**config.mk**
```make
export PLATFORM = sky130hd
export DESIGN_NAME = seq_shift_unit
export DESIGN_NICKNAME = d
export VERILOG_FILES = /design/src/rtl/seq_shift_unit.sv
export SDC_FILE = /design/constraint.sdc
export NUM_CORES = 1
export LEC_CHECK = 0
export BUFFER_PORTS_ARGS = -buffer_cell sky130_fd_sc_hd__buf_2
export CORE_ASPECT_RATIO = 0.6
export CORE_MARGIN = 4
export CORE_UTILIZATION = 45
export DETAILED_ROUTE_END_ITERATION = 7
export PLACE_DENSITY = 0.71
export SYNTH_ARGS = -nofsm -noshare
export SYNTH_HDL_FRONTEND = slang
export SYNTH_SLANG_ARGS = --single-unit
export TNS_END_PERCENT = 50
```
**constraint.sdc**
```tcl
create_clock -name clk -period 4.4 [get_ports clk]
set_clock_uncertainty 0.2 [all_clocks]
set_input_delay 1.1 -clock clk [delete_from_list [all_inputs] [get_ports clk]]
set_output_delay 1.1 -clock clk [all_outputs]
set_load 0.01 [all_outputs]
```
**src/rtl/seq_shift_unit.sv**
```systemverilog
// rtl/seq_shift_unit.sv - multi-step shift/rotate engine with start/busy/done handshake
module seq_shift_unit #(
  parameter int WIDTH = 8,
  parameter int CNT_W = 4
) (
  input  logic             clk,
  input  logic             rstn,
  input  logic             load,
  input  logic [WIDTH-1:0] din,
  input  logic             start,
  input  logic [2:0]       op,
  input  logic [CNT_W-1:0] count,
  input  logic             serial_in,
  input  logic             carry_in,
  input  logic             hold,
  output logic [WIDTH-1:0] out,
  output logic             carry_out,
  output logic             busy,
  output logic             done,
  output logic             zero
);

  typedef enum logic {S_IDLE, S_SHIFT} state_t;

  localparam logic [2:0] OP_LSL = 3'b000;
  localparam logic [2:0] OP_LSR = 3'b001;
  localparam logic [2:0] OP_ASR = 3'b010;
  localparam logic [2:0] OP_ROL = 3'b011;
  localparam logic [2:0] OP_ROR = 3'b100;
  localparam logic [2:0] OP_RCL = 3'b101;
  localparam logic [2:0] OP_RCR = 3'b110;
  localparam logic [2:0] OP_RSV = 3'b111;

  state_t           state_q, state_d;
  logic [WIDTH-1:0] out_q, out_d;
  logic             carry_q, carry_d;
  logic             done_q, done_d;
  logic [2:0]       op_q, op_d;
  logic [CNT_W-1:0] rem_q, rem_d;

  logic [WIDTH-1:0] step_out;
  logic             step_carry;

  // Result of one single-bit step of the latched operation.
  always_comb begin
    step_out   = out_q;
    step_carry = carry_q;
    case (op_q)
      OP_LSL: begin step_out = {out_q[WIDTH-2:0], serial_in};      step_carry = out_q[WIDTH-1]; end
      OP_LSR: begin step_out = {serial_in, out_q[WIDTH-1:1]};      step_carry = out_q[0];       end
      OP_ASR: begin step_out = {out_q[WIDTH-1], out_q[WIDTH-1:1]}; step_carry = out_q[0];       end
      OP_ROL: begin step_out = {out_q[WIDTH-2:0], out_q[WIDTH-1]}; step_carry = out_q[WIDTH-1]; end
      OP_ROR: begin step_out = {out_q[0], out_q[WIDTH-1:1]};       step_carry = out_q[0];       end
      OP_RCL: begin step_out = {out_q[WIDTH-2:0], carry_q};        step_carry = out_q[WIDTH-1]; end
      OP_RCR: begin step_out = {carry_q, out_q[WIDTH-1:1]};        step_carry = out_q[0];       end
      default: begin step_out = out_q;                              step_carry = carry_q;        end
    endcase
  end

  always_comb begin
    state_d = state_q;
    out_d   = out_q;
    carry_d = carry_q;
    done_d  = 1'b0;
    op_d    = op_q;
    rem_d   = rem_q;
    case (state_q)
      S_IDLE: begin
        if (load) begin
          out_d = din;
        end else if (start) begin
          op_d    = op;
          rem_d   = count;
          carry_d = carry_in;
          // Zero-count and reserved opcode complete immediately without stepping.
          if (count == '0 || op == OP_RSV) begin
            done_d = 1'b1;
          end else begin
            state_d = S_SHIFT;
          end
        end
      end
      S_SHIFT: begin
        if (!hold) begin
          out_d   = step_out;
          carry_d = step_carry;
          rem_d   = rem_q - CNT_W'(1);
          if (rem_q == CNT_W'(1)) begin
            state_d = S_IDLE;
            done_d  = 1'b1;
          end
        end
      end
      default: state_d = S_IDLE;
    endcase
  end

  always_ff @(posedge clk) begin
    if (!rstn) begin
      state_q <= S_IDLE;
      out_q   <= '0;
      carry_q <= 1'b0;
      done_q  <= 1'b0;
      op_q    <= '0;
      rem_q   <= '0;
    end else begin
      state_q <= state_d;
      out_q   <= out_d;
      carry_q <= carry_d;
      done_q  <= done_d;
      op_q    <= op_d;
      rem_q   <= rem_d;
    end
  end

  assign out       = out_q;
  assign carry_out = carry_q;
  assign busy      = (state_q == S_SHIFT);
  assign done      = done_q;
  assign zero      = (out_q == '0);

endmodule

```
==> metrics.txt, run 1 <==
outcome finished clean; synth unique cells 46; dpl ws ~1.9 ns; CP Launch Type register; RSZ-0062 raised after global routing false; Final Cycle Share 0.6062; I/O Buffers 33; CTS Buf Count 3; Reg-to-Reg Start busy$_SDFF_PN0_; R2R cell count 4; dpl cells approximately 200; Longest Clk Path Bufs 2; fmax between 300 and 400 MHz; CP required ~3.1 ns; Final Power 0.4219 mW; Tmin final about 2.7 ns; Filler Cell Count 255; CTS clk-pin slew, worst paths roughly 0.07 ns; P_leak 0.5977 nW; EDFF count, synth 0; leading post-synthesis cells by cell area dfxtp_1 30%, mux2i_1 5.9%, a32o_1 5.0%; cell area after layout around 0.0014 mm²; Mean Syn Cell Area 8.517 µm²; die area between 0.003 and 0.004 mm²; number of antenna-violating nets in the routed design 0; PwrDens 305.4 mW/mm²; slowest CP cell or4_1; Post-DP Area 0.001340 mm²; Area growth, synth to finish 15.84%; crit path DAT 1.37 ns; Total Nets Final 193; Routed Wire Length slightly above 3000 µm; layout cells sized above 1 0.2635; r2r setup slk ~2.2 ns; max_slew headroom 0.5612; GP Congestion 0.8268; Tot GR Track Use 0.1796; end-of-flow core utilization 0.5476; Final Slew Violations 0; Die Y-Extent about 48 µm; Worst Path Max Fanout 5; CP bufs+invs 1; Max-Cap Viols 0; hold_ws ~0.31 ns; Tightest Hold Check Type register to register; H-tree depth 1; hold-critical path endpoint rem_q[0]$_SDFFE_PN0P_; Post-route DRC 0; starting density of the core 0.4727; Non-Filler Instances between 150 and 200; critical path's top delay family simple AND/OR/NAND/NOR gates; most frequent cells in the layout 33 x buf_2, 18 x dfxtp_1, 16 x nor2_1; synthesis-stage register bit count 18; Yosys Warn Count 0; vias roughly 1200; final setup violating endpoints 0; commonest non-fill, non-tap cell in the layout buf_2; critical path's largest stage delay 0.51 ns; Vias/cell around 5.9; io pins 34; Cells after Synth 140; post-synthesis sequential area ratio 0.3022; DRT Pass-1 Iters 4; first-pass GRT wire length roughly 4700 µm; area leader, netlist dfxtp_1; grt ovf 0; syn_nets between 150 and 200; Synth top area share 0.3022; Sum Neg Setup Slack 0 ns; Post-synth ARST share 0; clock latency at the later pin of the worst-skew pair roughly 0.26 ns; vias in the first global route ~1000; Setup Buffers After CTS 0; pin count of the biggest net entering global routing 27; post_cts resized 0; maximum VDD drop 0.0001439 V; clk root buf clkbuf_8; Core Region 0.002522 mm²; worst slew pin tran between 0.6 and 0.7 ns; DP Wirelength approximately 2300 µm; final setup margin approximately 1.7 ns; Clock Sinks 18; die width between 70 and 80 µm; # rows 14; CTS hold repair buffers 0; Hold Path Depth 1; Syn Std Cell Area approximately 0.0012 mm²; critical setup path kind register to output port; 1st-iter DRT viols 92; Hold Path Origin rem_q[0]$_SDFFE_PN0P_; per-cell routed wire length about 16 µm; worst path cell trace or4_1 -> nor2_1 -> buf_2; initial antenna violation count 0; ys flop type dfxtp_1; Final Hold Fails 0; crit path capture type output port; CTS tree built; Ant. Diodes 0; Worst R2R End out[0]$_SDFFE_PN0P_
==> routing by layer <==
| metal | track usage | vias up | routed length, µm |
|---|---|---|---|
| met5 | 0 | - | 0 |
| met4 | 0.05674 | 0 | 35 |
| met3 | 0.04822 | 4 | 239 |
| met2 | 0.2600 | 45 | 1328 |
| met1 | 0.2586 | 562 | 1505 |
| li1 | - | 569 | - |
==> area by class of cell <==
type	instances	area, µm²	area share
clock buffers	3	41.29	0.02989
well taps	32	40.04	0.02899
multi-input cells	106	748.2	0.5417
flip-flops and latches	18	360.3	0.2609
repair buffers	33	165.2	0.1196
inverters	7	26.28	0.01902
==> synthesized netlist by cell type, types with 2 or more instances <==
library cell / instances
dfxtp_1: 18
nor2_1: 16
nand2_1: 11
o21ai_0: 8
inv_1: 7
mux2i_1: 7
a21oi_1: 6
a32o_1: 6
a21boi_0: 4
clkbuf_1: 4
nand3_1: 4
a31oi_1: 3
o221ai_1: 3
or2b_1: 3
or4_1: 3
buf_4: 2
buf_6: 2
ha_1: 2
nand2b_1: 2
nor2b_1: 2
o21a_1: 2
==> cells by family (layout without fill, tap and decap cells) <==
logic type / count (synthesis) / after routing / synth area share
AO/OA/AOI/OAI: 41 / 41 / 0.2602
XOR/XNOR: 3 / 3 / 0.03464
adder cells (fa/ha/maj): 2 / 2 / 0.02098
buffers and inverters: 16 / 43 / 0.07030
flip-flops: 18 / 18 / 0.3022
multiplexers: 9 / 9 / 0.08080
AND/OR/NAND/NOR: 51 / 51 / 0.2309
==> registers in the layout (all words and copies together) (netlist names) <==
signal	cells
out	8
rem_q	4
op_q	3
busy	1
carry_out	1
done	1
==> worst max path at each step <==
| stage | from | to | slack [ns] | cells past startpoint |
|---|---|---|---|---|
| after floorplan | out[5]$_SDFFE_PN0P_ | zero | 2.06 | 2 |
| after global placement | hold | out[1]$_SDFFE_PN0P_ | 1.94 | 4 |
| after detailed placement | hold | out[0]$_SDFFE_PN0P_ | 1.87 | 5 |
| after CTS | out[6]$_SDFFE_PN0P_ | zero | 1.72 | 3 |
| after global routing | out[6]$_SDFFE_PN0P_ | zero | 1.67 | 3 |
| final | out[6]$_SDFFE_PN0P_ | zero | 1.73 | 3 |
==> power breakdown <==
part           leakage, nW  internal (mW)  switching (mW)
combinational        0.428         0.0512          0.0562
clock               0.0216         0.0609          0.0566
sequential           0.148          0.176          0.0207
Note: power is estimated with default switching activity, not from simulation.
==> run 2, diff against run 1 <==
- clock period: 4.4 -> 2.6 ns (I/O delays scaled with it)
==> run 2 against run 1 <==
  * Non-clock buffer count grew 2
  * Core utilization grew 1.1 points
  * Worst hold slack gained 0.011 ns
  * Critical path depth is the same
  * Sequential share of layout area shrank 0.53 points
  * Sequential power grew 67%
  * Combinational power grew 76%
  * Die area is the same
  * Routed wire length shrank 0.64%
  * Power grew 79%
==> metrics.txt, run 2 (synthesis results as in run 1) <==
grt ovf 0 (unchanged); CP Launch Type register; Filler Cell Count 258 (+1.2%); CTS Buf Count 3 (unchanged); CTS hold repair buffers 0 (unchanged); crit path from out[7]$_SDFFE_PN0P_; end-of-flow core utilization 0.5590 (+0.01141); met3 Resource Use GR 0.05451 (+0.006289); GRT busiest layer met1; vias in the first global route 957 (-4.2%); max_slew headroom 0.6195 (+0.05830); most frequent cells in the layout 33 x buf_2, 18 x dfxtp_1, 16 x nor2_1; crit path capture type output port; Tightest Hold Check Type register to register; Max-Cap Viols 0 (unchanged); DP Wirelength 2321 µm (-0.47%); Hold Path Origin carry_out$_SDFFE_PN0P_; die area 0.003565 mm² (unchanged); vias 1165 (-1.3%); post_cts resized 0 (unchanged); P_leak 0.6153 nW (+2.9%); CTS clk-pin slew, worst paths 0.08 ns (about the same); crit path DAT 1.35 ns (-0.02 ns); clk root buf clkbuf_8; Reg-to-Reg Start op_q[1]$_SDFFE_PN0P_; starting density of the core 0.4727 (unchanged); layout cells sized above 1 0.2765 (+0.01300); Vias/cell 5.767 (-2.7%); RSZ-0062 raised after global routing false; Tot GR Track Use 0.1770 (-0.002628); initial antenna violation count 0 (unchanged); Post-route DRC 0 (unchanged); Core Region 0.002522 mm² (unchanged); DRT Pass-1 Iters 4 (unchanged); maximum VDD drop 0.0002980 V (+110%); Final Cycle Share 0.8474; GP Congestion 0.8178 (-1.1%); worst slew pin tran 0.5696 ns (-0.08772 ns); PwrDens 535.4 mW/mm² (+75%); Longest Clk Path Bufs 2 (unchanged); commonest non-fill, non-tap cell in the layout buf_2; Clock Sinks 18 (unchanged); Final Slew Violations 0 (unchanged); number of flip-flops in the largest register 8 (unchanged); met2 Usage GRT 0.2408 (-0.01920); 1st-iter DRT viols 69 (-25%); CP required 1.75 ns (-1.35 ns); outcome finished clean; per-cell routed wire length 15.28 µm (-2.1%); Sum Neg Setup Slack 0 ns (unchanged); Routed Wire Length 3087 µm (-0.64%); Area growth, synth to finish 18.26%; io pins 34 (unchanged); multi-input logic area 748.2 µm² (unchanged); # rows 14 (unchanged); clock latency at the later pin of the worst-skew pair 0.26 ns (about the same); final setup violating endpoints 0 (unchanged); die width 74.46 µm (unchanged); FF+latch area 360.3 µm² (unchanged); Total Nets Final 195 (+1.0%); Worst Path Max Fanout 5 (unchanged); Die Y-Extent 47.88 µm (unchanged); first-pass GRT wire length 4761 µm (+0.44%); H-tree depth 1 (unchanged); I/O Buffers 33 (unchanged); CTS tree built; Tmin final between 2 and 2.5 ns; met1 Usage GRT 0.2639 (+0.005251); number of antenna-violating nets in the routed design 0 (unchanged); Final Hold Fails 0 (unchanged); fmax between 400 and 500 MHz; pin count of the biggest net entering global routing 27 (unchanged); final setup margin 0.3967 ns (-1.336 ns); r2r setup slk 0.69 ns (-1.53 ns); Ant. Diodes 0 (unchanged); dpl ws 0.5176 ns (-1.350 ns); critical setup path kind register to output port; Setup Buffers After CTS 0 (unchanged)
run 2: metrics by stage:
step	power, mW	instance area, µm²	hold WS [ns]	std cells
2_1_floorplan	0.4608	1192	0.2619	140
3_3_place_gp	0.5159	1355	0.2945	198
3_5_place_dp	0.5204	1355	0.3115	198
4_1_cts	0.7572	1410	0.3217	202
5_1_grt	0.7934	1410	0.3412	202
6_report	0.7550	1410	0.3222	202
run 2: power by group:
part	internal [mW]	switching, mW	leakage (nW)	total (mW)
Sequential	0.298	0.0306	0.148	0.329
Clock	0.135	0.103	0.0288	0.238
Combinational	0.0891	0.0993	0.439	0.188
run 2: layout make-up:
| cell class | count | area share |
|---|---|---|
| tap | 32 | 0.02839 |
| clock buffer | 4 | 0.03904 |
| inverter | 7 | 0.01863 |
| sequential | 18 | 0.2555 |
| multi-input combinational | 106 | 0.5306 |
| timing repair buffer | 35 | 0.1278 |
run 2: worst max-delay path: stages, from the launching register on:
cell and delay [ns]:
dfxtp_1 0.36, or4_1 0.51, nor2_1 0.09, buf_2 0.13
run 2: final timing paths:
| check | end | cells past startpoint |
|---|---|---|
| max reg2reg | out[0]$_SDFFE_PN0P_ | 4 |
| min | carry_out$_SDFFE_PN0P_ | 2 |
| min reg2reg | carry_out$_SDFFE_PN0P_ | 2 |
| max | zero | 3 |
run 2: metal layers:
metal | vias up | routed length [µm] | part of all wire
met5 | - | 0 | 0
li1 | 574 | - | -
met1 | 541 | 1507 | 0.49
met2 | 46 | 1294 | 0.42
met4 | 0 | 27 | 0.0087
met3 | 4 | 257 | 0.083
